### config.mk
export PLATFORM = sky130hd
export DESIGN_NAME = sweep_ctrl
export DESIGN_NICKNAME = d
export VERILOG_FILES = /design/src/rtl/sweep_pkg.sv /design/src/rtl/sweep_watchdog.sv /design/src/rtl/sweep_ctrl.sv
export SDC_FILE = /design/constraint.sdc
export NUM_CORES = 1
export LEC_CHECK = 0
export ABC_AREA = 1
export BUFFER_PORTS_ARGS = -buffer_cell sky130_fd_sc_hd__buf_4
export CAP_MARGIN = 20
export CORE_ASPECT_RATIO = 0.7
export CORE_MARGIN = 3
export CORE_UTILIZATION = 35
export DETAILED_ROUTE_END_ITERATION = 7
export PLACE_DENSITY = 0.66
export SETUP_SLACK_MARGIN = 0.5
export SYNTH_ARGS = -nofsm -noshare
export SYNTH_HDL_FRONTEND = slang
export SYNTH_HIERARCHICAL = 1
export SYNTH_SLANG_ARGS = --single-unit
export TNS_END_PERCENT = 20
### constraint.sdc
create_clock -name clk -period 3.9 [get_ports clk]
set_input_delay 0.975 -clock clk [delete_from_list [all_inputs] [get_ports clk]]
set_output_delay 0.975 -clock clk [all_outputs]
set_load 0.01 [all_outputs]
### src/rtl/sweep_pkg.sv
// Shared definitions for the triangle-sweep initiator: one-hot state codes,
// error codes and small state-decoding helpers.
package sweep_pkg;

  localparam int NUM_ST = 5;

  typedef logic [NUM_ST-1:0] state_t;

  localparam state_t ST_IDLE = 5'b00001;
  localparam state_t ST_UP   = 5'b00010;
  localparam state_t ST_DOWN = 5'b00100;
  localparam state_t ST_DONE = 5'b01000;
  localparam state_t ST_ERR  = 5'b10000;

  typedef logic [1:0] err_code_t;

  localparam err_code_t ERR_NONE    = 2'b00;
  localparam err_code_t ERR_LIMITS  = 2'b01;
  localparam err_code_t ERR_OVFLW   = 2'b10;
  localparam err_code_t ERR_TIMEOUT = 2'b11;

  // True while the counter is being driven (UP or DOWN).
  function automatic logic in_sweep(input state_t s);
    return (s == ST_UP) || (s == ST_DOWN);
  endfunction

endpackage

### src/rtl/sweep_watchdog.sv
// Stall watchdog for sweep_ctrl: counts sweep cycles in which count_in has not
// moved and flags a timeout on the TIMEOUT_CYCLES-th consecutive stalled cycle.
module sweep_watchdog
  import sweep_pkg::*;
#(
  parameter int COUNTER_WIDTH  = 4,
  parameter int TIMEOUT_CYCLES = 16
) (
  input  logic                     clk,
  input  logic                     rst,
  input  state_t                   state,
  input  logic [COUNTER_WIDTH-1:0] count_in,
  output logic                     timeout
);

  localparam int WD_W = $clog2(TIMEOUT_CYCLES + 1);
  localparam logic [WD_W-1:0] WD_LIMIT = WD_W'(TIMEOUT_CYCLES);

  state_t                   st_prev_q;
  logic [COUNTER_WIDTH-1:0] cnt_prev_q;
  logic [WD_W-1:0]          wd_q, wd_d;
  logic                     stall;

  // A cycle only counts as stalled if the state is unchanged as well, so every
  // UP/DOWN entry restarts the window.
  always_comb begin
    stall = in_sweep(state) && (state == st_prev_q) && (count_in == cnt_prev_q);
    wd_d  = '0;
    if (stall) begin
      wd_d = (wd_q != WD_LIMIT) ? wd_q + 1'b1 : wd_q;
    end
    timeout = (wd_d == WD_LIMIT);
  end

  always_ff @(posedge clk) begin
    if (rst) begin
      st_prev_q  <= ST_IDLE;
      cnt_prev_q <= '0;
      wd_q       <= '0;
    end else begin
      st_prev_q  <= state;
      cnt_prev_q <= count_in;
      wd_q       <= wd_d;
    end
  end

endmodule

### src/rtl/sweep_ctrl.sv
// Triangle-sweep initiator for the up/down counter: drives act/up_dwn_n,
// watches count/ovflw and reports busy/done/err to the host.
// Optional stall watchdog enabled by defining SWEEP_TIMEOUT_EN.
module sweep_ctrl
  import sweep_pkg::*;
#(
  parameter int COUNTER_WIDTH  = 4,
  parameter int LOOP_WIDTH     = 4,
  parameter int TIMEOUT_CYCLES = 16
) (
  input  logic                     clk,
  input  logic                     rst,
  input  logic                     start,
  input  logic [COUNTER_WIDTH-1:0] hi_lim,
  input  logic [COUNTER_WIDTH-1:0] lo_lim,
  input  logic [LOOP_WIDTH-1:0]    loops,
  input  logic [COUNTER_WIDTH-1:0] count_in,
  input  logic                     ovflw_in,
  output logic                     act,
  output logic                     up_dwn_n,
  output logic                     busy,
  output logic                     done,
  output logic                     err,
  output logic [1:0]               err_code,
  output logic [LOOP_WIDTH-1:0]    loops_done
);

  if (TIMEOUT_CYCLES < 1) begin : g_bad_timeout
    $error("sweep_ctrl: TIMEOUT_CYCLES must be at least 1");
  end

  state_t                   state_q, state_d;
  logic [COUNTER_WIDTH-1:0] hi_q, hi_d;
  logic [COUNTER_WIDTH-1:0] lo_q, lo_d;
  logic [LOOP_WIDTH-1:0]    loops_q, loops_d;
  logic [LOOP_WIDTH-1:0]    loops_done_q, loops_done_d;
  logic [LOOP_WIDTH-1:0]    ld_inc;
  err_code_t                err_code_q, err_code_d;
  logic                     act_q, act_d;
  logic                     up_dwn_n_q, up_dwn_n_d;
  logic                     busy_q, busy_d;
  logic                     done_q, done_d;
  logic                     err_q, err_d;
  logic                     timeout;

`ifdef SWEEP_TIMEOUT_EN
  sweep_watchdog #(
    .COUNTER_WIDTH  (COUNTER_WIDTH),
    .TIMEOUT_CYCLES (TIMEOUT_CYCLES)
  ) u_watchdog (
    .clk      (clk),
    .rst      (rst),
    .state    (state_q),
    .count_in (count_in),
    .timeout  (timeout)
  );
`else
  assign timeout = 1'b0;
`endif

  // State register; limits and counters travel with it.
  always_ff @(posedge clk) begin
    if (rst) begin
      state_q      <= ST_IDLE;
      hi_q         <= '0;
      lo_q         <= '0;
      loops_q      <= '0;
      loops_done_q <= '0;
      err_code_q   <= ERR_NONE;
      act_q        <= 1'b0;
      up_dwn_n_q   <= 1'b1;
      busy_q       <= 1'b0;
      done_q       <= 1'b0;
      err_q        <= 1'b0;
    end else begin
      state_q      <= state_d;
      hi_q         <= hi_d;
      lo_q         <= lo_d;
      loops_q      <= loops_d;
      loops_done_q <= loops_done_d;
      err_code_q   <= err_code_d;
      act_q        <= act_d;
      up_dwn_n_q   <= up_dwn_n_d;
      busy_q       <= busy_d;
      done_q       <= done_d;
      err_q        <= err_d;
    end
  end

  // Next state. Overflow outranks timeout, and both outrank a turn.
  always_comb begin
    state_d      = state_q;
    hi_d         = hi_q;
    lo_d         = lo_q;
    loops_d      = loops_q;
    loops_done_d = loops_done_q;
    err_code_d   = err_code_q;
    ld_inc       = (loops_done_q != loops_q) ? loops_done_q + 1'b1 : loops_done_q;

    case (state_q)
      ST_IDLE: begin
        if (start) begin
          hi_d         = hi_lim;
          lo_d         = lo_lim;
          loops_d      = loops;
          loops_done_d = '0;
          if (hi_lim <= lo_lim) begin
            state_d    = ST_ERR;
            err_code_d = ERR_LIMITS;
          end else if (loops == '0) begin
            state_d = ST_DONE;
          end else begin
            state_d = ST_UP;
          end
        end
      end

      ST_UP: begin
        if (ovflw_in) begin
          state_d    = ST_ERR;
          err_code_d = ERR_OVFLW;
        end else if (timeout) begin
          state_d    = ST_ERR;
          err_code_d = ERR_TIMEOUT;
        end else if (count_in >= hi_q) begin
          state_d = ST_DOWN;
        end
      end

      ST_DOWN: begin
        if (ovflw_in) begin
          state_d    = ST_ERR;
          err_code_d = ERR_OVFLW;
        end else if (timeout) begin
          state_d    = ST_ERR;
          err_code_d = ERR_TIMEOUT;
        end else if (count_in <= lo_q) begin
          loops_done_d = ld_inc;
          state_d      = (ld_inc == loops_q) ? ST_DONE : ST_UP;
        end
      end

      ST_DONE: state_d = ST_IDLE;

      // Sticky until reset, like the counter's own overflow flag.
      ST_ERR: state_d = ST_ERR;

      default: state_d = ST_IDLE;
    endcase
  end

  // Outputs are decoded from the next state so they register alongside it.
  always_comb begin
    act_d      = 1'b0;
    up_dwn_n_d = 1'b1;
    busy_d     = 1'b0;
    done_d     = 1'b0;
    err_d      = 1'b0;
    case (state_d)
      ST_UP: begin
        act_d  = 1'b1;
        busy_d = 1'b1;
      end
      ST_DOWN: begin
        act_d      = 1'b1;
        up_dwn_n_d = 1'b0;
        busy_d     = 1'b1;
      end
      ST_DONE: done_d = 1'b1;
      ST_ERR: begin
        up_dwn_n_d = up_dwn_n_q;
        err_d      = 1'b1;
      end
      default: ;
    endcase
  end

  assign act        = act_q;
  assign up_dwn_n   = up_dwn_n_q;
  assign busy       = busy_q;
  assign done       = done_q;
  assign err        = err_q;
  assign err_code   = err_code_q;
  assign loops_done = loops_done_q;

endmodule

# After elaboration in Yosys (flattened, before gate mapping)
# Cells that the tools add are included.
[totals]
ff_bits = 27
input_bits = 20
out_inout_bits = 11
wordCells = 59
[op_classes]
add_sub_neg = 1
magnitude_cmp = 3
eq_ne = 15
mux = 22
reduce_logical = 8
[op_table]
columns = ["operator", "n"]
rows = [
  ["two-way mux 5 bit", 6],
  ["two-way mux 4 bit", 6],
  ["one-hot mux 5 bit (4 select lines)", 1],
  ["equality test 5 x 2 -> 1 bit (second input constant)", 2],
  ["equality test 5 x 3 -> 1 bit (second input constant)", 2],
  ["equality test 5 bit (second input constant)", 2],
  ["less-or-equal comparator 4 bit", 2],
  ["inequality test 2 bit (second input constant)", 4],
  ["one-hot mux 4 bit (2 select lines)", 1],
  ["AND reduction 4 bit", 2],
  ["two-way mux 2 bit", 3],
  ["equality test 5 x 1 -> 1 bit (second input constant)", 1],
  ["equality test 5 x 4 -> 1 bit (second input constant)", 1],
  ["adder 4 x 1 -> 4 bit (second input constant)", 1],
  ["equality test 4 bit", 1],
  [">= comparator 4 bit", 1],
  ["zero test 4 bit", 1],
  ["inequality test 4 bit", 1],
  ["one-hot mux 2 bit (2 select lines)", 1],
  ["nonzero test 2 bit", 2],
  ["OR reduction 2 bit", 2],
  ["two-way mux 1 bit", 3],
  ["inequality test 2 x 1 -> 1 bit (second input constant)", 1],
  ["one-hot mux 1 bit (2 select lines)", 1],
  ["AND reduction 2 bit", 1],
]

# Logic depth before layout (Yosys ltp)
[depth]
word_depth = 10
ltp_mapped = 16
ltp_nobuf = 16

# Worst setup path before layout
# OpenSTA, ideal clock, no wires.
[synth_path]
path_kind = "in2reg"
from = "in count_in[3]"
to = "reg loops_done_q[0] (netlist: loops_done[0])"
setup_ps = 119
t_arrival_ps = 2113
required_time_ps = 3781
setup_slack_ps = 1668
cell_stages = 13
path_buffers = 0
cell_sequence = "ha_1 > nand2_1 > inv_1 > nand2_1 > nand2_1 > nand2_1 > inv_1 > nand2_1 > nand3_2 > nor2_2 > nand2_1 > o21ai_0 > nor3_1"
[synth_via]
elab_chain_cells = 3
[synth_rtl]
columns = ["item", "line", "source"]
rows = [
  ["start: declaration", "sweep_ctrl.sv:17", "input logic [COUNTER_WIDTH-1:0] count_in,"],
  ["less-or-equal comparator 4 bit", "sweep_ctrl.sv:137", "end else if (count_in <= lo_q) begin"],
  ["inequality test 2 bit (no line)", "--", ""],
  ["AND reduction 4 bit (no line)", "--", ""],
  ["end signal: assignment", "sweep_ctrl.sv:80", "loops_done_q <= loops_done_d;"],
  ["end: declaration", "sweep_ctrl.sv:36", "logic [LOOP_WIDTH-1:0] loops_done_q, loops_done_d;"],
]
# Every way passes these cells.
# A chain may end at the register's enable or synchronous reset.

# Worst setup path after layout
[layout_path]
from = "in count_in[1]"
to = "reg loops_done_q[0] (netlist: loops_done[0])"
# The elaborated chain is that of the path after synthesis.

==> reports/qor.yml <==
worst_setup_path:
  end_kind: "register"
  cpMostUsedCell: "nand2_1"
  worst-path-buf-inv: 3
  r2r_cells: 9
  slowest_delay_ps: 300
  r2r-end: "up_dwn_n$_SDFFE_PP1P_"
  r2r_setup_slack_ps: 1970
  crit_required_ps: 4070
  path_cells: "buf_4 -> ha_1 -> inv_1 -> o21bai_1 -> nand2_1 -> nand2_1 -> nand2_1 -> inv_1 -> nand2_1 -> nand3_2 -> nor2_2 -> nand2_1 -> o21ai_0 -> nor3_1"
  worstPathMaxFanout: 3
  critPathKind: "input port to register"
  cpLargestDelayFamily: "simple AND/OR/NAND/NOR gates"
  crit_start: "count_in[1]"
  startpoint_type: "input port"
  cp_slowest_cell: "ha_1"
  worstReg2RegStart: "state_q[2]$_SDFF_PP0_"
  cp.arrival_ps: 2400
grt:
  use_met2: 0.1820
  grt-busiest-layer: "met1"
  grt_max_degree: 18
  track_usage: 0.1395
  grt_pass1_vias: 1331
  grt_pass1_wl_um: 6306
  grt_overflow: 0
  antenna_found_initial: 0
  grt_use_met1: 0.2239
  met3_usage: 0.03093
timing:
  slew_headroom: 0.6836
  rsz0062_at_grt: "false"
  period_share: 0.5737
  fmax_ghz: 0.4470
  worst_slew_pin_slew_ps: 474.0
  fin_crit_ps: 2237
  finalMaxSlewViolations: 0
  skew_ps: 5.523
  setup_slack_ps: 1663
  tns_ps: 0
  setup_viol: 0
  hold_viol: 0
pwr:
  netSwitchingFraction: 0.3664
  seqPwrFrac: 0.421
  leakagePower_nw: 0.9839
  p_total_mw: 0.7590
  ir_worst_vdd_v: 0.0001239
  p_int_mw: 0.4809
  power_frac_clock: 0.217
  power_density_nw_per_um2: 377.7
  net-switching-power_mw: 0.2781
  power_frac_comb: 0.362
logic_synthesis:
  synthDistinctLibCells: 30
  synthXorXnorAreaFrac: 0.005140
  synth_nets: 274
  synth_common_cells: "43 x nand2_1, 39 x inv_1, 27 x dfxtp_1"
  synthAdderAreaFrac: 0.09545
  synthTopCellsByArea: "dfxtp_1 32%, ha_1 9.5%, nand2_1 9.5%, inv_1 8.6%, a21oi_1 7.0%"
  ys_warn_count: 6
  synth.avg_cell_area_um2: 7.071
  synth_top_family_by_area: "simple AND/OR/NAND/NOR gates"
  synth_top_area_frac: 0.3172
  synth_compound_area_frac: 0.1446
  yosys.area_share.simple: 0.3209
  synth-edff-count: 0
  synth_most_common_cell: "nand2_1"
  synth_top_area_cell: "dfxtp_1"
  synth.area.mux_share: 0
  synthFlopType: "dfxtp_1"
  synth_cells: 241
  ys_ff_latch: 27
  yosysSeqAreaShare: 0.3172
  ys_async_sr_fraction: 0
  synthesis.area_um2: 1704
drt:
  num_vias: 1559
  drt_iter0_drc: 74
  wl_per_cell_um: 11.64
  ant_nets: 0
  drtPass1Iterations: 4
  avgViaCountPerCell: 4.812
  wl_um: 3772
  drc: 0
die:
  start_util: 0.3783
  dieHeight_um: 64.38
  die_w_um: 89.40
  rows: 20
  top_level_ports: 31
  die-area_um2: 5756
  core_um2: 4504
layout:
  layoutNonFillerInstCount: 324
  drive_above_1_share: 0.2045
  area_growth_pct: 17.92
  nets: 303
  n_antenna_cell: 0
hold_path:
  min_from: "loops_q[0]$_SDFFE_PP0P_"
  holdCritPathClass: "register to register"
  whs_path_depth: 2
  whs_endpoint: "loops_q[0]$_SDFFE_PP0P_"
place:
  port_buffers: 30
  finalWeightedCongestion: 0.8727
  dpl.hpwl_um: 3016
  place_inst: 320
  pre_cts_ws_ps: 1382
clocking:
  cts_max_path_buffers: 2
  clk_latency_ps: 280
  cts_buffers: 3
  cts_tree: "yes"
  numClockSinks: 27
  root_buffer: "clkbuf_8"
  cts_resized: 0
  clk_pin_slew_ps: 100
  postCtsSetupBuffers: 0
  holdBufCountCts: 0
  htreeDepth: 1
run_status:
  status: "completed"
flow_run:
  max_cap_viol_count: 0
[cell type report]
type	count	area (um^2)
fill	478	2495
sequential	27	540.5
inverter	44	165.2
tap	55	68.82
timing repair buffer	30	225.2
multi-input combinational	164	964.7
clock buffer	4	45.04
[sequential cells by signal (all words and copies together) (netlist names)]
register    flops
err             1
lo_q            4
loops_done      4
err_code        2
busy            1
loops_q         4
hi_q            4
state_q         5
done            1
up_dwn_n        1
[worst max path at each step]
stage          cells past startpoint                          to
2_1_floorplan                     13  loops_done[0]$_SDFFE_PP0P_
3_3_place_gp                      10       up_dwn_n$_SDFFE_PP1P_
3_5_place_dp                      14  loops_done[0]$_SDFFE_PP0P_
4_1_cts                           14  loops_done[0]$_SDFFE_PP0P_
5_1_grt                           11       up_dwn_n$_SDFFE_PP1P_
6_report                          14  loops_done[0]$_SDFFE_PP0P_
[per-layer routing]
metal	vias to the layer above	share of wire
met4	0	0.0095
li1	845	-
met1	676	0.53
met5	-	0
met3	4	0.061
met2	34	0.40
[cell usage in the layout (no fill, tap or decap), drive strengths merged]
cell,netlist,layout
a21oi,24,24
and2,1,1
buf,5,30
clkbuf,1,4
dfxtp,27,27
ha,13,13
inv,44,44
nand2,49,49
nand3,21,21
nand4,5,5
nor2,19,19
nor3,4,4
nor4,4,4
o211ai,3,3
o21ai,17,17
o21bai,2,2
or2,1,1
xnor2,1,1
[tightest hold or removal path: stages, from the launching register on]
cell and delay, ps:
dfxtp_1 320, inv_1 60, a21oi_1 60
[power by group through the flow]
stage               clock network (mW)  logic, mW  registers, mW
finish                           0.164      0.275          0.320
global route                     0.181      0.314          0.323
CTS                              0.168      0.276          0.319
detailed placement                   0      0.275          0.325
global placement                     0      0.273          0.325
floorplan                            0      0.207          0.324
[stage by stage]
step	instance area, um^2	hold WS, ps	utilization
after detailed placement	1964	462.3	0.4361
final	2009	478.3	0.4461
after global placement	1964	455.9	0.4361
after CTS	2009	481.0	0.4461
after floorplan	1704	432.6	-
after global routing	2009	505.8	0.4461
[kinds of logic after synthesis]
family                   count (synthesis)
AO/OA/AOI/OAI                           46
XOR/XNOR                                 1
adder cells (fa/ha/maj)                 13
buffers and inverters                   50
flip-flops                              27
AND/OR/NAND/NOR                        104
Power figures use the tool's default switching activity.
